--- src/rtl/ofdm_test_source_if.sv ---
// Sample and clock bundle produced by the OFDM test source.
// The master drives it and the downstream sorter path receives it.
interface ofdm_test_source_if;
  logic [7:0] out_re;
  logic [7:0] out_im;
  logic [7:0] re_conj;
  logic [7:0] im_conj;
  logic       pll_clk;
  logic       pll_locked;

  modport master (output out_re, out_im, re_conj, im_conj, pll_clk, pll_locked);
  modport slave  (input  out_re, out_im, re_conj, im_conj, pll_clk, pll_locked);
endinterface

--- src/rtl/ofdm_test_source.sv ---
// Complex ramp generator with a zero-latency conjugate, plus a divided "PLL" clock
// and a lock indicator for the downstream sorters.
module ofdm_test_source #(
  parameter logic [7:0] STEP        = 8'd1,
  parameter int         DIV_HALF    = 2,
  parameter int         LOCK_CYCLES = 8,
  parameter bit         SATURATE    = 1'b1
) (
  input  logic                clk,
  input  logic                reset,
  ofdm_test_source_if.master  src
);

  localparam int              DW       = $clog2(DIV_HALF) + 1;
  localparam int              LW       = $clog2(LOCK_CYCLES + 1);
  localparam logic [DW-1:0]   DIV_LAST = DW'(DIV_HALF - 1);
  localparam logic [LW-1:0]   LOCK_MAX = LW'(LOCK_CYCLES);

  logic [7:0]    cnt_reg;
  logic [DW-1:0] div_cnt_reg;
  logic          pll_clk_reg;
  logic [LW-1:0] lock_cnt_reg;
  logic [7:0]    im_sample;
  logic [7:0]    im_neg;
  logic [7:0]    im_conj_next;

  always_ff @(posedge clk or posedge reset) begin
    if (reset) begin
      cnt_reg      <= 8'h00;
      div_cnt_reg  <= '0;
      pll_clk_reg  <= 1'b0;
      lock_cnt_reg <= '0;
    end else begin
      cnt_reg <= cnt_reg + STEP;
      if (div_cnt_reg == DIV_LAST) begin
        div_cnt_reg <= '0;
        pll_clk_reg <= ~pll_clk_reg;
      end else begin
        div_cnt_reg <= div_cnt_reg + DW'(1);
      end
      // Lock counter parks at its terminal value until the next reset.
      if (lock_cnt_reg != LOCK_MAX) begin
        lock_cnt_reg <= lock_cnt_reg + LW'(1);
      end
    end
  end

  genvar gi;
  generate
    for (gi = 0; gi < 8; gi++) begin : g_im
      assign im_sample[gi] = ~cnt_reg[gi];
    end
  endgenerate

  assign im_neg = ~im_sample + 8'd1;

  // -128 has no positive counterpart; optionally clamp it to +127.
  always_comb begin
    im_conj_next = im_neg;
    if (im_sample == 8'h80) begin
      im_conj_next = SATURATE ? 8'h7F : 8'h80;
    end
  end

  assign src.out_re     = cnt_reg;
  assign src.out_im     = im_sample;
  assign src.re_conj    = cnt_reg;
  assign src.im_conj    = im_conj_next;
  assign src.pll_clk    = pll_clk_reg;
  assign src.pll_locked = (lock_cnt_reg == LOCK_MAX);

endmodule

--- src/flat_wrapper.sv ---
// flat-port wrapper written by rule: the top's interface ports become plain ports
module ofdm_test_source_flat 
#(
  parameter logic [7:0] STEP        = 8'd1,
  parameter int         DIV_HALF    = 2,
  parameter int         LOCK_CYCLES = 8,
  parameter bit         SATURATE    = 1'b1
)
  (clk, reset, src_out_re, src_out_im, src_re_conj, src_im_conj, src_pll_clk, src_pll_locked);
  ofdm_test_source_if src_i ();
  input  logic clk;
  input  logic reset;
  output wire logic [$bits(src_i.out_re)-1:0] src_out_re;
  output wire logic [$bits(src_i.out_im)-1:0] src_out_im;
  output wire logic [$bits(src_i.re_conj)-1:0] src_re_conj;
  output wire logic [$bits(src_i.im_conj)-1:0] src_im_conj;
  output wire logic [$bits(src_i.pll_clk)-1:0] src_pll_clk;
  output wire logic [$bits(src_i.pll_locked)-1:0] src_pll_locked;
  assign src_out_re = src_i.out_re;
  assign src_out_im = src_i.out_im;
  assign src_re_conj = src_i.re_conj;
  assign src_im_conj = src_i.im_conj;
  assign src_pll_clk = src_i.pll_clk;
  assign src_pll_locked = src_i.pll_locked;
  ofdm_test_source #(.STEP(STEP), .DIV_HALF(DIV_HALF), .LOCK_CYCLES(LOCK_CYCLES), .SATURATE(SATURATE)) u_core (.clk(clk), .reset(reset), .src(src_i));
endmodule
--- config.mk ---
export PLATFORM = sky130hd
export DESIGN_NAME = ofdm_test_source_flat
export DESIGN_NICKNAME = d
export VERILOG_FILES = /design/src/rtl/ofdm_test_source_if.sv /design/src/rtl/ofdm_test_source.sv /design/src/flat_wrapper.sv
export SDC_FILE = /design/constraint.sdc
export NUM_CORES = 1
export LEC_CHECK = 0
export ABC_CLOCK_PERIOD_IN_PS = 1600
export CORE_MARGIN = 2
export CORE_UTILIZATION = 30
export CTS_CLUSTER_DIAMETER = 50
export DETAILED_ROUTE_END_ITERATION = 8
export HOLD_SLACK_MARGIN = 0.02
export SYNTH_ARGS = -nofsm -noshare
export SYNTH_HDL_FRONTEND = slang
export SYNTH_SLANG_ARGS = --single-unit
--- constraint.sdc ---
create_clock -name clk -period 1.6 [get_ports clk]
set_clock_uncertainty 0.1 [all_clocks]
set_input_delay 0.16 -clock clk [delete_from_list [all_inputs] [get_ports clk]]
set_output_delay 0.16 -clock clk [all_outputs]
set_load 0.02 [all_outputs]
After elaboration in Yosys (flattened, before gate mapping)
Index checks and enable logic that the tools add are counted.
{ "word_totals": {"register_bits": 15, "inputBits": 2, "out_inout_bits": 34, "elab_cells": 24} }
{ "op_classes": {"addsub": 4, "n_eq_ne": 4, "mux": 2, "n_bitwise": 10} }
{ "ops": {"columns": ["operator", "n"], "rows": [
  ["8-bit by 1-bit adder with 8-bit output, second input constant", 2],
  ["1-bit inverter", 9],
  ["8-bit == test, second input constant", 1],
  ["8-bit 2-to-1 mux", 1],
  ["8-bit inverter", 1],
  ["4-bit by 1-bit adder with 4-bit output, second input constant", 1],
  ["4-bit == test, second input constant", 1],
  ["4-bit inequality test, second input constant", 1],
  ["2-bit by 1-bit adder with 2-bit output, second input constant", 1],
  ["2-bit by 1-bit == test with 1-bit output, second input constant", 1],
  ["2-bit 2-to-1 mux", 1]
]} }

Logic depth before layout (Yosys ltp)
{ "depth": {"depth_word": 4, "ltp_mapped": 5, "depth_no_buf": 5} }

Least setup slack after synthesis
Ideal clock, no wire load.
{ "synth_timing": {"path_type": "register to output", "start": "reg u_core.cnt_reg[0] (netlist: u_core.src.out_re[0])", "end": "out src_im_conj[6]", "t_arrival_ps": 1540, "required_ps": 1340, "path_slack_ps": -200, "path_stages_with_launch": 5, "n_path_buf": 0, "path_cell_list": "dfrtp_1 > ha_1 > nand4_2 > or2_1 > a21oi_1"} }
{ "synth_via": {"elab_chain_len": 4, "word_cells_on_any_way": 5, "cone_classes": "add/sub (1); eq/ne (1); mux (1); bitwise (2)"} }
{ "synth_lines": {"columns": ["element", "line", "rtl"], "rows": [
  ["start, declared", "ofdm_test_source.sv:19", "logic [7:0] cnt_reg;"],
  ["start signal, assigned", "ofdm_test_source.sv:34", "cnt_reg <= cnt_reg + STEP;"],
  ["1-bit inverter (*)", "ofdm_test_source.sv:51", "assign im_sample[gi] = ~cnt_reg[gi];"],
  ["8-bit inverter", "ofdm_test_source.sv:55", "assign im_neg = ~im_sample + 8'd1;"],
  ["8-bit by 1-bit adder with 8-bit output", "ofdm_test_source.sv:55", null],
  ["8-bit 2-to-1 mux (*)", "ofdm_test_source.sv:60", "if (im_sample == 8'h80) begin"],
  ["end, declared", "flat_wrapper.sv:16", "output wire logic [$bits(src_i.im_conj)-1:0] src_im_conj;"]
]} }
Every way passes the cells marked *; elsewhere a longest branch is shown, timed or not.

Worst setup path after layout
{ "layout_timing": {"start": "reg u_core.cnt_reg[1] (netlist: u_core.src.out_re[1])", "end": "out src_im_conj[4]"} }
Same word-level chain as after synthesis.

==> flow_metrics.py <==
metrics = {
    "cts": {
        "h-tree-depth": 1,
        "cts_max_path_buffers": 2,
        "worstSkewPairLatency_ns": 0.27,
        "root_buffer": "clkbuf_4",
        "cts_buffers": 3,
        "clkSinkCount": 15,
        "clk_pin_slew_worst_paths_ns": 0.09,
        "postCtsHoldBufs": 0,
        "cts_tree": "built",
    },
    "power": {
        "ir_drop_mv": 0.365,
        "p_leak_nw": 0.751,
        "power.total_mw": 0.598,
        "power_density_nw_per_um2": 419,
    },
    "run_status": {
        "failed_checks": "setup timing",
        "outcome": "finished with violations",
    },
    "floorplanning": {
        "dieArea_um2": 3040,
        "core-area_um2": 2480,
        "num_rows": 18,
        "die_w_um": 55.1,
        "die_h_um": 55.1,
        "ios": 36,
        "floorplan.initialDensity_pct": 31.6,
    },
    "timing": {
        "fin_crit_ns": 1.83,
        "slew_headroom_pct": 79.1,
        "fmax_mhz": 547,
        "hold_violations": 0,
        "maxSlewViolCount": 0,
        "rsz0062_at_grt": "true",
        "fin_ws_ns": -0.228,
        "setup_viol": 8,
        "tns_ns": -1.70,
        "tightest_slew_ns": 0.311,
        "period_share_pct": 114,
    },
    "synth": {
        "synth.net_count": 81,
        "synth_top_area_share_pct": 47.9,
        "yosys.area.top_type": "dfrtp_1",
        "syn_area_per_cell_um2": 10.3,
        "synth_commonest_cells": "dfrtp_1 (15), inv_1 (11), buf_4 (9)",
        "synthFlopType": "dfrtp_1",
        "synth_area_leaders": "dfrtp_1 (48%), xnor2_1 (8.9%), buf_4 (8.6%), inv_1 (5.3%), ha_1 (4.8%)",
        "synth_warnings": 0,
        "syn-cell-area_um2": 783,
        "yosysUniqueCellTypes": 24,
        "synthArstFlopShare_pct": 100,
        "synth.most_common_cell": "dfrtp_1",
        "synth_edf_count": 0,
        "synth_cells": 76,
        "ys_ff_latch": 15,
        "synth_seq_area_share_pct": 47.9,
    },
    "global_route": {
        "grt_first_pass_wirelength_mm": 2.88,
        "grt_antenna_before_repair": 0,
        "grt_max_degree": 16,
        "grt_overflow_total": 0,
        "grtUsageTotal_pct": 13.2,
        "grt_pass1_vias": 681,
    },
    "routing": {
        "route.vias.total": 704,
        "drt-total-wl_mm": 1.80,
        "wl_per_cell_um": 10.8,
        "drt-initial-drc-count": 1,
        "viasPerCell": 4.22,
        "drc": 0,
        "ant_nets": 0,
        "firstDrtPassIters": 2,
    },
    "placed_design": {
        "placedInstanceArea_um2": 1380,
        "routabilityCongestion": 0.711,
        "hpwl_mm": 1.44,
        "io_buffer_count": 35,
        "pre_cts_slack_ns": -0.443,
    },
    "layout": {
        "fin_nets": 143,
        "largest_reg_flops": 8,
        "finalInstanceArea_um2": 1430,
        "drive_gt1_share_pct": 54.0,
        "antennaDiodeCount": 0,
        "final_core_util_pct": 57.6,
        "syn_to_final_growth_pct": 82.3,
        "nFillCells": 242,
        "seqCellArea_um2": 382,
        "multi_input_area_um2": 397,
    },
    "critical_path": {
        "cp_data_arrival_time_ns": 1.57,
        "cp_slowest_stage_delay_ns": 0.45,
        "cp_max_fo": 6,
        "worstPathRequired_ns": 1.34,
        "cp-start-kind": "flip-flop",
        "critPathSlowestCell": "or3_4",
        "crit_path_end_kind": "output pin",
        "crit_chain": "ha_4 -> nand4_4 -> or3_4 -> nand2b_4 -> buf_6",
        "critPathKind": "reg -> out",
    },
    "flow_run": {
        "maxCapViolCount": 0,
    },
    "min_path": {
        "min_path_type": "in -> async",
    },
}
==> through the flow <==
step,cells,hold slack (ns)
after floorplan,76,-0.0388
after global placement,159,0.329
after detailed placement,159,0.336
after CTS,165,0.0882
after global routing,167,0.101
final,167,0.0875
==> critical path, delay by kind of cell (launching register included) <==
family                     cells  cell delay (ns)
and+or+nand+nor                3             0.63
adders and majority gates      1             0.15
DFF                            1             0.40
buffers and inverters          1             0.11
==> logic make-up (layout without fill, tap and decap cells) <==
logic type | count (synthesis) | count (layout) | synth area share (%)
AND/OR/NAND/NOR | 24 | 24 | 18.9
multiplexers | 2 | 2 | 2.72
adder cells (fa/ha/maj) | 3 | 3 | 4.79
XOR/XNOR | 9 | 9 | 10.1
buffers and inverters | 21 | 82 | 14.4
AO/OA/AOI/OAI | 2 | 2 | 1.28
flip-flops | 15 | 15 | 47.9
==> placed cells by master (no fill, tap or decap), types with 2 or more instances in the layout <==
master,count
inv_1,10
or3_4,2
xnor2_1,8
nand2b_4,4
clkdlybuf4s50_1,2
inv_2,2
dlygate4sd2_1,17
nand3_1,3
ha_1,2
dfrtp_1,10
buf_6,9
nand2_1,4
dfrtp_2,5
clkbuf_4,3
buf_4,32
clkbuf_2,5
==> timing repair <==
| action | CTS | global route |
|---|---|---|
| pin swaps | 8 | 7 |
| endpoints found under the setup margin | 33 | 16 |
| buffers inserted | 2 | 2 |
| resized for setup | 77 | 23 |
==> area by class of cell <==
type	instances	share of cell area, %
inverters	12	3.16
flip-flops and latches	15	26.7
well taps	30	2.63
repair buffers	66	37.9
multi-input cells	40	27.8
clock buffers	4	1.84
==> metal layers <==
layer / vias up / share of wire, % / track usage (%)
li1: 353 / - / -
met1: 327 / 40 / 15.4
met2: 24 / 54 / 24.6
met3: 0 / 6.1 / 2.96
met4: 0 / 0 / 2.44
met5: - / 0 / 0
==> worst paths after layout <==
path                                    endpoint                   from  cells past startpoint  slack (ns)
setup / recovery                  src_im_conj[4]   u_core.src.out_re[1]                      5       -0.23
hold / removal             u_core.div_cnt_reg[1]                  reset                      3        0.09
setup reg to reg            u_core.src.out_re[7]   u_core.src.out_re[2]                      6        0.14
hold reg to reg            u_core.div_cnt_reg[0]  u_core.div_cnt_reg[0]                      1        0.35
max in group asynchronous   u_core.src.out_re[4]                  reset                      3        1.12
min in group clk           u_core.div_cnt_reg[0]  u_core.div_cnt_reg[0]                      1        0.35
==> power by group <==
group | internal (mW) | switching [mW]
combinational | 0.00393 | 0.00782
clock | 0.0964 | 0.112
sequential | 0.379 | 0
(Power assumes the default switching activity.)
